==> src/rtl/gpio_reg_arb_pkg.sv <==
// Shared types and default timing for the GPIO/ADC register-bus arbiter.
// The cycle counter is 4 bits, so both timing parameters must stay within 1..15.
package gpio_reg_arb_pkg;

    typedef enum logic [1:0] {
        ST_IDLE  = 2'd0,
        ST_ISSUE = 2'd1,
        ST_WAIT  = 2'd2,
        ST_ACK   = 2'd3
    } arb_state_t;

    localparam int DEF_STROBE_CYCLES = 3;
    localparam int DEF_WAIT_CYCLES   = 4;
    localparam int CNT_W             = 4;

endpackage

==> src/rtl/gpio_reg_arbiter_rr_arb2.sv <==
// Two-way round-robin grant: a lone request always wins; on contention the
// requester that did not win last time is chosen.
module rr_arb2 (
    input  logic       reg_clk,
    input  logic       reset_in,
    input  logic [1:0] req,
    input  logic       grant_en,
    output logic       grant_idx,
    output logic       grant_valid
);

    logic last_grant_reg;

    always_comb begin
        grant_valid = |req;
        if (&req) begin
            grant_idx = ~last_grant_reg;
        end else begin
            grant_idx = req[1];
        end
    end

    always_ff @(posedge reg_clk or posedge reset_in) begin
        if (reset_in) begin
            last_grant_reg <= 1'b0;
        end else if (grant_en && grant_valid) begin
            last_grant_reg <= grant_idx;
        end
    end

endmodule

==> src/rtl/gpio_reg_arbiter.sv <==
// Arbitrates two masters onto the GPIO/ADC register decoder bus with fixed
// strobe and wait timing; every bus-facing output is a flop.
module gpio_reg_arbiter
    import gpio_reg_arb_pkg::*;
#(
    parameter int AddrWidth    = 16,
    parameter int BusWidth     = 32,
    parameter int StrobeCycles = DEF_STROBE_CYCLES,
    parameter int WaitCycles   = DEF_WAIT_CYCLES
) (
    input  logic                      reg_clk,
    input  logic                      reset_in,
    input  logic [1:0]                m_req,
    input  logic [1:0]                m_wr,
    input  logic [1:0][AddrWidth-1:2] m_addr,
    input  logic [1:0][BusWidth-1:0]  m_wdata,
    output logic [1:0]                m_ack,
    output logic [BusWidth-1:0]       m_rdata,
    output logic                      chip_sel,
    output logic                      write_reg,
    output logic                      read_reg,
    output logic [AddrWidth-1:2]      busaddress,
    output logic [BusWidth-1:0]       busdata_in,
    input  logic [BusWidth-1:0]       busdata_to_cpu,
    output logic                      busy
);

    localparam logic [CNT_W-1:0] STROBE_LOAD = CNT_W'(StrobeCycles - 1);
    localparam logic [CNT_W-1:0] WAIT_LOAD   = CNT_W'(WaitCycles - 1);

    arb_state_t       state_reg, state_next;
    logic [CNT_W-1:0] cnt_reg, cnt_next;
    logic             dir_reg, dir_next;
    logic             grant_reg;
    logic             grant_en, grant_idx, grant_valid;

    rr_arb2 u_rr_arb2 (
        .reg_clk     (reg_clk),
        .reset_in    (reset_in),
        .req         (m_req),
        .grant_en    (grant_en),
        .grant_idx   (grant_idx),
        .grant_valid (grant_valid)
    );

    // Counter is reloaded on each state entry and only decrements while non-zero.
    always_comb begin
        state_next = state_reg;
        cnt_next   = cnt_reg;
        grant_en   = 1'b0;
        unique case (state_reg)
            ST_IDLE: begin
                if (grant_valid) begin
                    state_next = ST_ISSUE;
                    cnt_next   = STROBE_LOAD;
                    grant_en   = 1'b1;
                end
            end
            ST_ISSUE: begin
                if (cnt_reg == '0) begin
                    state_next = ST_WAIT;
                    cnt_next   = WAIT_LOAD;
                end else begin
                    cnt_next = cnt_reg - 1'b1;
                end
            end
            ST_WAIT: begin
                if (cnt_reg == '0) begin
                    state_next = ST_ACK;
                    cnt_next   = '0;
                end else begin
                    cnt_next = cnt_reg - 1'b1;
                end
            end
            ST_ACK: begin
                state_next = ST_IDLE;
                cnt_next   = '0;
            end
            default: begin
                state_next = ST_IDLE;
                cnt_next   = '0;
            end
        endcase
    end

    assign dir_next = grant_en ? m_wr[grant_idx] : dir_reg;

    always_ff @(posedge reg_clk or posedge reset_in) begin
        if (reset_in) begin
            state_reg  <= ST_IDLE;
            cnt_reg    <= '0;
            dir_reg    <= 1'b0;
            grant_reg  <= 1'b0;
            busaddress <= '0;
            busdata_in <= '0;
            m_rdata    <= '0;
            m_ack      <= '0;
            write_reg  <= 1'b0;
            read_reg   <= 1'b0;
            chip_sel   <= 1'b0;
            busy       <= 1'b0;
        end else begin
            state_reg <= state_next;
            cnt_reg   <= cnt_next;
            dir_reg   <= dir_next;
            if (grant_en) begin
                grant_reg  <= grant_idx;
                busaddress <= m_addr[grant_idx];
                busdata_in <= m_wdata[grant_idx];
            end
            if (state_reg == ST_WAIT && state_next == ST_ACK && !dir_reg) begin
                m_rdata <= busdata_to_cpu;
            end
            write_reg <= (state_next == ST_ISSUE) && dir_next;
            read_reg  <= (state_next == ST_ISSUE) && !dir_next;
            chip_sel  <= (state_next == ST_ISSUE) || (state_next == ST_WAIT);
            busy      <= (state_next != ST_IDLE);
            m_ack     <= (state_next == ST_ACK) ? {grant_reg, ~grant_reg} : 2'b00;
        end
    end

endmodule

==> config.mk <==
export PLATFORM = sky130hd
export DESIGN_NAME = gpio_reg_arbiter
export DESIGN_NICKNAME = d
export VERILOG_FILES = /design/src/rtl/gpio_reg_arb_pkg.sv /design/src/rtl/gpio_reg_arbiter_rr_arb2.sv /design/src/rtl/gpio_reg_arbiter.sv
export SDC_FILE = /design/constraint.sdc
export NUM_CORES = 1
export LEC_CHECK = 0
export CAP_MARGIN = 0
export CORE_ASPECT_RATIO = 1.5
export CORE_MARGIN = 1.5
export CORE_UTILIZATION = 40
export DETAILED_ROUTE_END_ITERATION = 7
export PLACE_DENSITY = 0.85
export SETUP_SLACK_MARGIN = 0.5
export SLEW_MARGIN = 10
export SYNTH_ARGS = -nofsm -noshare
export SYNTH_HDL_FRONTEND = slang
export SYNTH_SLANG_ARGS = --single-unit
==> constraint.sdc <==
create_clock -name reg_clk -period 3.8 [get_ports reg_clk]
set_input_delay 0.76 -clock reg_clk [delete_from_list [all_inputs] [get_ports reg_clk]]
set_output_delay 0.76 -clock reg_clk [all_outputs]
set_load 0.02 [all_outputs]
# After elaboration in Yosys (flattened, before gate mapping)
# Cells that the tools add are included.
dict set report word_totals {
  register_bits 93
  input_bits 130
  out_inout_bits 84
}
dict set report classes {
  add_sub_neg 1
  magnitude_cmp 1
  eq_ne 7
  muxes 19
  bitwise_logic 2
  reduce_logical 13
}
# operator n
set ops {}
lappend ops {{$mux W32} 2}
lappend ops {{$mux W14} 2}
lappend ops {{$pmux W4 S4} 1}
lappend ops {{$mux W4} 3}
lappend ops {{$eq A2 B2 Y1 const B} 4}
lappend ops {{$mux W2} 4}
lappend ops {{$pmux W2 S4} 1}
lappend ops {{$mux W1} 6}
lappend ops {{$logic_and A1 B1 Y1} 5}
lappend ops {{$eq A2 B1 Y1 const B} 2}
lappend ops {{$logic_not A4 Y1} 1}
lappend ops {{$sub A4 B1 Y4 const B} 1}
lappend ops {{$logic_not A1 Y1} 2}
lappend ops {{$logic_not A2 Y1} 1}
lappend ops {{$lt A1 B2 Y1 const B} 1}
lappend ops {{$ne A2 B1 Y1 const B} 1}
lappend ops {{$not A1 Y1} 2}
lappend ops {{$reduce_and A2 Y1} 1}
lappend ops {{$reduce_bool A2 Y1} 1}
lappend ops {{$reduce_or A2 Y1} 1}
lappend ops {{$logic_or A1 B1 Y1} 1}

# Depth between registers and ports, before layout
# Gate-level depths: netlist (run 1).
dict set report depth {
  depth_word 7
  mapped_depth 10
  depth_no_buf 8
}

# By module
# From an unflattened synthesis (run 1), not the netlist that was laid out.
dict set report hier_totals {
  hier_cells 339
  area_unflattened_um2 4215.3
}
# module instances cells_per_inst area_per_inst_um2 seq_area_each_um2
set modules_own_cells {}
lappend modules_own_cells {gpio_reg_arbiter 1 333 4161.5 2302.2}
lappend modules_own_cells {rr_arb2 1 6 53.8 25.0}

# Worst setup path after synthesis (run 1)
# No wires, ideal clock.
dict set report synth_timing {
  kind {input-to-reg}
  startpoint {in m_req[1]}
  endpoint {reg m_rdata[0]}
  arrival_time_ns 2.412
  required_ns 3.675
  slack_ns 1.263
  cell_stages 8
  n_path_buf 2
  cell_sequence {nor4_1 a21oi_1 and2_1 ha_1 and3b_1 buf_4 buf_8 mux2_4}
}
dict set report synth_between {
  elab_chain_cells 6
}
# element line
set synth_rtl {}
lappend synth_rtl {{start, declared} gpio_reg_arbiter.sv:13} ;# input logic [1:0] m_req,
lappend synth_rtl {{$reduce_or A2 Y1} gpio_reg_arbiter_rr_arb2.sv:15} ;# grant_valid = |req;
lappend synth_rtl {{$mux W2} gpio_reg_arbiter.sv:53} ;# if (grant_valid) begin
lappend synth_rtl {{$pmux W2 S4} gpio_reg_arbiter.sv:51} ;# unique case (state_reg)
lappend synth_rtl {{named net state_next[0]} gpio_reg_arbiter.sv:31} ;# arb_state_t state_reg, state_next;
lappend synth_rtl {{$eq A2 B2 Y1} gpio_reg_arbiter.sv:111} ;# if (state_reg == ST_WAIT && state_next == ST_ACK && !dir_reg) begin
lappend synth_rtl {{$logic_and A1 B1 Y1 (2 in series)} gpio_reg_arbiter.sv:111}
lappend synth_rtl {{end signal, assigned} gpio_reg_arbiter.sv:112} ;# m_rdata <= busdata_to_cpu;
lappend synth_rtl {{end, declared} gpio_reg_arbiter.sv:18} ;# output logic [BusWidth-1:0] m_rdata,
# The timed path passes the listed nets, and every way through them passes these cells.
# A chain may end at the register's enable or synchronous reset.

# Worst setup path in the final report (run 1)
dict set report layout_timing {
  startpoint {in m_req[0]}
  endpoint {reg m_rdata[24]}
}
# The elaborated chain is that of the path after synthesis.

==> results.sh, run 1 <==
export IMPL_core_area_um2=10100
export IMPL_clk_transition_reported_paths_ns=0.08
export IMPL_synth_edf_count=0
export IMPL_vias_per_cell=4.95
export IMPL_dp_hpwl_mm=8.79
export IMPL_crit_buf_inv=2
export IMPL_layout_min_cycle_time_ns=2.93
export IMPL_crit_chain="clkdlybuf4s50_1 > nor4_1 > buf_4 > a21oi_1 > and2_1 > ha_1 > and3b_4 > mux2_2"
export IMPL_diodes=0
export IMPL_nets=677
export IMPL_critPathLaunch="m_req[0]"
export IMPL_dr_first_iter_drc_count=164
export IMPL_top_regs="busdata_in (32), m_rdata (32), busaddress (14)"
export IMPL_initial_core_util_pct=40.8
export IMPL_synth_cell_types=30
export IMPL_worstHoldEndpoint="m_rdata[9]$_DFFE_PP0P_"
export IMPL_wl_per_cell_um=17.0
export IMPL_r2r_slack_ns=0.90
export IMPL_setup_viol=0
export IMPL_timing_final_hold_violations=0
export IMPL_synth_warnings=0
export IMPL_synth_compound_area_share_pct=7.37
export IMPL_overflow=0
export IMPL_ff2ff_path_depth=8
export IMPL_syn_num_nets=464
export IMPL_synthArstFlopShare_pct=100
export IMPL_layout_area_overhead_vs_synth_pct=61.2
export IMPL_cap_violations=0
export IMPL_htreeDepth=3
export IMPL_synth_mux_area_share_pct=23.5
export IMPL_gp_congestion=0.844
export IMPL_grt_first_pass_wirelength_mm=17.4
export IMPL_portBuffers=213
export IMPL_die_w_um=85.7
export IMPL_relSlewSlack_pct=48.8
export IMPL_syn_area_um2=4110
export IMPL_cp_data_required_time_ns=4.02
export IMPL_dieArea_um2=10900
export IMPL_hold_path_class="reg2reg"
export IMPL_drive_gt1_share_pct=11.9
export IMPL_drv_slew=0
export IMPL_synth_seq_cells=92
export IMPL_max_freq_mhz=342
export IMPL_grt_setup_unrepaired="no"
export IMPL_synth_seq_area_share_pct=56.0
export IMPL_grt_usage_pct=20.8
export IMPL_synthAdderAreaFrac_pct=1.52
export IMPL_pin_count=214
export IMPL_wl_mm=11.3
export IMPL_status="finished clean"
export IMPL_cp_end_kind="flip-flop"
export IMPL_synth_top_family_by_area="multiplexers"
export IMPL_fin_ws_ns=0.874
export IMPL_place_ws_ns=0.292
export IMPL_drc_errors=0
export IMPL_slowest_stage="and3b_4"
export IMPL_cts_max_path_buffers=2
export IMPL_cp_top_family="simple AND/OR/NAND/NOR gates"
export IMPL_fin_crit_sh_pct=77.0
export IMPL_vias=3285
export IMPL_cts_buffers=9
export IMPL_ant_nets=0
export IMPL_finalClockSkew_ns=0.0107
export IMPL_ir_drop_mv=0.410
export IMPL_r2r_end="m_rdata[24]$_DFFE_PP0P_"
export IMPL_rows=45
export IMPL_critical_path_class="in2reg"
export IMPL_holdPathStages=1
export IMPL_max_stage_delay_ns=0.65
export IMPL_antenna_found_initial=0
export IMPL_cts_sinks=92
export IMPL_synth_area_per_cell_um2=12.5
export IMPL_worstMarginPinSlew_ns=0.766
export IMPL_p_leak_nw=2.87
export IMPL_synth_xor_area_share_pct=0.213
export IMPL_clkLatencyLatePin_ns=0.34
export IMPL_grt_max_degree=54
export IMPL_synth_simple_area_share_pct=7.37
export IMPL_dieHeight_um=127
export IMPL_cts_tree="yes"
export IMPL_rr_startpoint="cnt_reg[0]$_DFFE_PP0P_"
export IMPL_min_from="m_rdata[9]$_DFFE_PP0P_"
export IMPL_setup_tns_ns=0
export IMPL_first_global_vias=3352
export IMPL_root_buffer="clkbuf_16"
export IMPL_post_cts_buffers=0
export IMPL_cp_arrival_ns=3.14
export IMPL_path_max_fanout=32
export IMPL_startpoint_type="input pin"
export IMPL_drt_pass1_iterations=4
export IMPL_ys_flop_type="dfrtp_1"
export IMPL_synth_cells=329
export IMPL_power_density_nw_per_um2=759
[cells in the mapped netlist, types with 2 or more instances]
master / n / area (um^2)
buf_4: 5 / 37.5
clkbuf_1: 2 / 7.51
and2_1: 3 / 18.8
nor2b_1: 4 / 25.0
dfrtp_1: 92 / 2300
mux2_2: 5 / 56.3
nor2_1: 49 / 184
mux2i_1: 46 / 460
inv_1: 7 / 26.3
buf_8: 3 / 45.0
buf_2: 9 / 45.0
mux2_4: 30 / 450
ha_1: 5 / 62.6
a21oi_1: 49 / 245
nand2_1: 4 / 15.0
a22o_1: 2 / 17.5
[worst reg2reg max path, delay by kind of cell, from the launching register on]
| family | cells | cell delay, ns |
|---|---|---|
| AO/OA/AOI/OAI | 1 | 0.22 |
| flip-flops | 1 | 0.41 |
| AND/OR/NAND/NOR | 2 | 1.15 |
| adder cells (fa/ha/maj) | 2 | 0.36 |
| buffers and inverters | 2 | 0.22 |
| multiplexers | 1 | 0.42 |
[stage by stage]
| step | instances | power (mW) | hold WS [ns] | area, um^2 | util [%] |
|---|---|---|---|---|---|
| 2_1_floorplan | 329 | 2.98 | 0.452 | 4110 | - |
| 3_3_place_gp | 648 | 4.09 | 0.491 | 6330 | 62.8 |
| 3_5_place_dp | 648 | 4.19 | 0.497 | 6330 | 62.8 |
| 4_1_cts | 664 | 5.08 | 0.519 | 6620 | 65.7 |
| 5_1_grt | 664 | 5.31 | 0.533 | 6620 | 65.7 |
| 6_report | 664 | 5.03 | 0.517 | 6620 | 65.7 |
[repair_timing]
| item | CTS | global route |
|---|---|---|
| resized for setup | 0 | 1 |
| endpoints found under the setup margin | 0 | 32 |
| endpoints found under the hold margin | 0 | 0 |
| hold buffers | 0 | 0 |
[cells in the final DEF, fill, tap and decap left out, drive strengths merged]
cell           Yosys  final
o21bai             1      1
clkinvlp           0      1
nor3b              1      1
a221oi             1      1
nor4               1      1
or3b               1      1
mux2i             46     46
clkdlybuf4s50      0    213
nand3              1      1
and3b              1      1
nor2b              5      5
a22o               2      2
a21oi             49     49
nor2              49     49
nor3               2      2
a21boi             1      1
buf               17      8
clkbuf             2      9
o21ai              1      1
inv                7     11
xor2               1      1
dfrtp             92     92
clkinv             0      2
and2               3      3
o211ai             1      1
mux2              35     35
ha                 5      5
nand2              4      4
[per-layer routing]
layer | up-vias | GRT usage (%) | wire length, um
met5 | - | 0 | 0
met4 | 0 | 8.16 | 278
met3 | 21 | 4.72 | 539
met2 | 105 | 37.5 | 6180
met1 | 1598 | 23.4 | 4290
li1 | 1561 | - | -
[kinds of logic (layout without fill, tap and decap cells)]
group / after synthesis / count (layout)
compound gates: 56 / 56
xor+xnor: 1 / 1
fa+ha+maj: 5 / 5
buf+inv: 26 / 244
flops: 92 / 92
mux: 81 / 81
simple gates: 68 / 68
[where the power goes]
part	total (mW)	switching, mW	leakage [nW]	internal, mW
sequential	1.68	0.264	1.12	1.42
combinational	2.48	1.22	1.61	1.26
clock	0.866	0.405	0.141	0.461
[worst max path at each step]
stage                                       endpoint  slack, ns  cells after the start
after floorplan           busaddress[10]$_DFFE_PP0P_       0.65                      1
after global placement       m_rdata[24]$_DFFE_PP0P_       0.41                      8
final                        m_rdata[24]$_DFFE_PP0P_       0.87                      8
after CTS                    m_rdata[23]$_DFFE_PP0P_       0.65                      8
after detailed placement     m_rdata[23]$_DFFE_PP0P_       0.29                      8
after global routing         m_rdata[24]$_DFFE_PP0P_       0.63                      8
[cell type report]
type | count | area [um^2]
fill | 750 | 3460
sequential | 92 | 2300
timing repair buffer | 221 | 2190
multi-input combinational | 211 | 1660
clock buffer | 9 | 225
tap | 117 | 146
clock inverter | 7 | 65.1
inverter | 7 | 27.5
Note: power is estimated with default switching activity, not from simulation.
==> inputs of run 2 (changes only) <==
--- a/config.mk
+++ b/config.mk
@@ -8,9 +8,9 @@
 export CAP_MARGIN = 0
 export CORE_ASPECT_RATIO = 1.5
 export CORE_MARGIN = 1.5
-export CORE_UTILIZATION = 40
+export CORE_UTILIZATION = 36
 export DETAILED_ROUTE_END_ITERATION = 7
-export PLACE_DENSITY = 0.85
+export PLACE_DENSITY = 0.81
 export SETUP_SLACK_MARGIN = 0.5
 export SLEW_MARGIN = 10
 export SYNTH_ARGS = -nofsm -noshare
==> constraint.sdc (replaced) <==
create_clock -name reg_clk -period 2.4 [get_ports reg_clk]
set_input_delay 0.48 -clock reg_clk [delete_from_list [all_inputs] [get_ports reg_clk]]
set_output_delay 0.48 -clock reg_clk [all_outputs]
set_load 0.02 [all_outputs]
==> run 2 against run 1 <==
Non-clock buffer count increased by 19. Register-to-register slack got worse by 0.86 ns. Total power increased by 65%. Worst setup slack got worse by 0.83 ns. Core utilization decreased by 1.8 points. Sequential power increased by 60%. Clock power increased by 71%. Sequential cell count unchanged. Global-route usage increased by 0.15 points. Largest power group unchanged. Combinational power increased by 67%. Hold slack got worse by 0.0027 ns. Clock skew decreased by 0.0014 ns.
==> results.sh, run 2 (same netlist as run 1, synthesis figures left out) <==
export IMPL_cp_arrival_ns=2.58
export IMPL_rows=47
export IMPL_grt_setup_unrepaired="yes"
export IMPL_fin_ws_ns=0.0444
export IMPL_finalNonFillerCells=713
export IMPL_max_freq_mhz=425
export IMPL_die_w_um=90.2
export IMPL_root_buffer="clkbuf_16"
export IMPL_power_density_nw_per_um2=1170
export IMPL_crit_chain="inv_2 > ha_4 > or3b_4 > nand2_2 > and2_4 > ha_4 > and3b_2 > buf_12 > buf_12 > buf_16 > mux2_4"
export IMPL_antenna_found_initial=0
export IMPL_initial_core_util_pct=37.2
export IMPL_final_cell_mix="clkdlybuf4s50_1 (213), dfrtp_1 (92), nor2_1 (49)"
export IMPL_core_area_um2=11100
export IMPL_layout_min_cycle_time_ns=2.36
export IMPL_grt_usage_pct=20.9
export IMPL_ir_drop_mv=0.657
export IMPL_diodes=0
export IMPL_startpoint_type="flip-flop"
export IMPL_crit_buf_inv=4
export IMPL_htreeDepth=3
export IMPL_portBuffers=213
export IMPL_fin_crit_sh_pct=98.1
export IMPL_cp_top_family="simple AND/OR/NAND/NOR gates"
export IMPL_drive_gt1_share_pct=16.4
export IMPL_dr_first_iter_drc_count=81
export IMPL_pin_count=214
export IMPL_clkLatencyLatePin_ns=0.34
export IMPL_clk_transition_reported_paths_ns=0.07
export IMPL_hold_path_class="reg2reg"
export IMPL_dieArea_um2=12100
export IMPL_path_max_fanout=6
export IMPL_first_global_vias=3697
export IMPL_gp_congestion=0.765
export IMPL_drc_errors=0
export IMPL_finalClockSkew_ns=0.00927
export IMPL_dieHeight_um=134
export IMPL_critical_path_class="reg2reg"
export IMPL_final_common_cell="clkdlybuf4s50_1"
export IMPL_dp_hpwl_mm=8.98
export IMPL_drt_pass1_iterations=4
export IMPL_status="finished clean"
export IMPL_setup_viol=0
export IMPL_cap_violations=0
export IMPL_cp_data_required_time_ns=2.63
export IMPL_place_inst=683
export IMPL_ant_nets=0
export IMPL_worstMarginPinSlew_ns=0.642
export IMPL_cts_max_path_buffers=2
export IMPL_vias_per_cell=4.77
export IMPL_drv_slew=0
export IMPL_wl_per_cell_um=17.2
export IMPL_cts_sinks=92
export IMPL_wl_mm=12.2
export IMPL_nets=696
export IMPL_overflow=0
export IMPL_cts_tree="yes"
export IMPL_cts_buffers=9
export IMPL_p_leak_nw=3.04
export IMPL_max_stage_delay_ns=0.39
export IMPL_place_ws_ns=-0.0399
export IMPL_top_regs="busdata_in (32), m_rdata (32), busaddress (14)"
export IMPL_vias=3403
export IMPL_grt_first_pass_wirelength_mm=19.5
export IMPL_timing_final_hold_violations=0
export IMPL_rr_startpoint="cnt_reg[1]$_DFFE_PP0P_"
export IMPL_min_from="m_rdata[6]$_DFFE_PP0P_"
export IMPL_cp_end_kind="flip-flop"
export IMPL_critPathLaunch="cnt_reg[1]$_DFFE_PP0P_"
export IMPL_layout_area_overhead_vs_synth_pct=72.0
export IMPL_relSlewSlack_pct=57.1
export IMPL_grt_max_degree=49
export IMPL_slowest_stage="dfrtp_1"
## run 2: cell types whose count changed in the layout (fill, tap and decap cells not counted), moves of 2 or more
cell,delta
buf_12,+9
ha_4,+2
buf_4,+5
inv_6,-2
buf_16,+3
inv_1,-2
ha_1,-2
inv_2,+2
## run 2: what timing repair did
item                       in CTS  in global routing
hold buffers                    0                  0
resized for setup              12                  1
hold endpoints to repair        0                  0
cloned                          3                  0
pin swaps                       1                  1
setup endpoints to repair      32                 32
buffers inserted               11                  0
## run 2: power breakdown
group	switching, mW	internal (mW)	total (mW)
Combinational	1.98	2.15	4.13
Sequential	0.435	2.25	2.68
Clock	0.640	0.836	1.48
Total	3.05	5.24	8.29
## run 2: final timing paths
path | end | slack [ns] | depth (start not counted)
worst max register to register | m_rdata[9]$_DFFE_PP0P_ | 0.04 | 11
min in group asynchronous | m_rdata[12]$_DFFE_PP0P_ | 0.59 | 2
worst min register to register | m_rdata[6]$_DFFE_PP0P_ | 0.51 | 1
max in group asynchronous | busdata_in[21]$_DFFE_PP0P_ | 1.21 | 3
worst max-delay path | m_rdata[9]$_DFFE_PP0P_ | 0.04 | 11
worst min-delay path | m_rdata[6]$_DFFE_PP0P_ | 0.51 | 1
## run 2: metal layers
metal	GRT usage [%]	up-vias	routed length, um
met4	10.1	0	473
met1	20.8	1621	4200
li1	-	1609	-
met2	38.3	143	6720
met5	0	-	0
met3	7.37	30	841
## run 2: area by class of cell
cell class                      instances  area (um^2)
Tap cell                              147          184
Clock buffer                            9          225
Clock inverter                          7         93.8
Multi-Input combinational cell        211         1710
Timing Repair Buffer                  240         2520
Sequential cell                        92         2300
Inverter                                7         30.0
Fill cell                             872         3990
## run 2: worst reg2reg max path, cell delays in order, from the launching register on
cell     delay [ns]
dfrtp_1        0.39
inv_2          0.09
ha_4           0.14
or3b_4         0.39
nand2_2        0.07
and2_4         0.15
ha_4           0.12
and3b_2        0.26
buf_12         0.14
buf_12         0.10
buf_16         0.12
mux2_4         0.30
## run 2: through the flow
step | util [%] | hold slack [ns] | total power, mW | TNS (ns) | cell area, um^2
floorplan | - | 0.452 | 4.75 | 0 | 4140
detailed placement | 58.9 | 0.499 | 6.73 | -0.740 | 6510
finish | 63.9 | 0.514 | 8.29 | 0 | 7070
global route | 63.9 | 0.525 | 8.74 | -0.239 | 7070
global placement | 58.9 | 0.494 | 6.57 | -0.393 | 6510
CTS | 63.9 | 0.514 | 8.35 | 0 | 7060
==> inputs of run 3 (changes only) <==
--- a/config.mk
+++ b/config.mk
@@ -9,6 +9,7 @@
 export CORE_ASPECT_RATIO = 1.5
 export CORE_MARGIN = 1.5
 export CORE_UTILIZATION = 36
+export CTS_CLUSTER_DIAMETER = 50
 export DETAILED_ROUTE_END_ITERATION = 7
 export PLACE_DENSITY = 0.81
 export SETUP_SLACK_MARGIN = 0.5
==> results of run 3 <==
The final DEF is identical to that of run 2; final timing and power are the same.
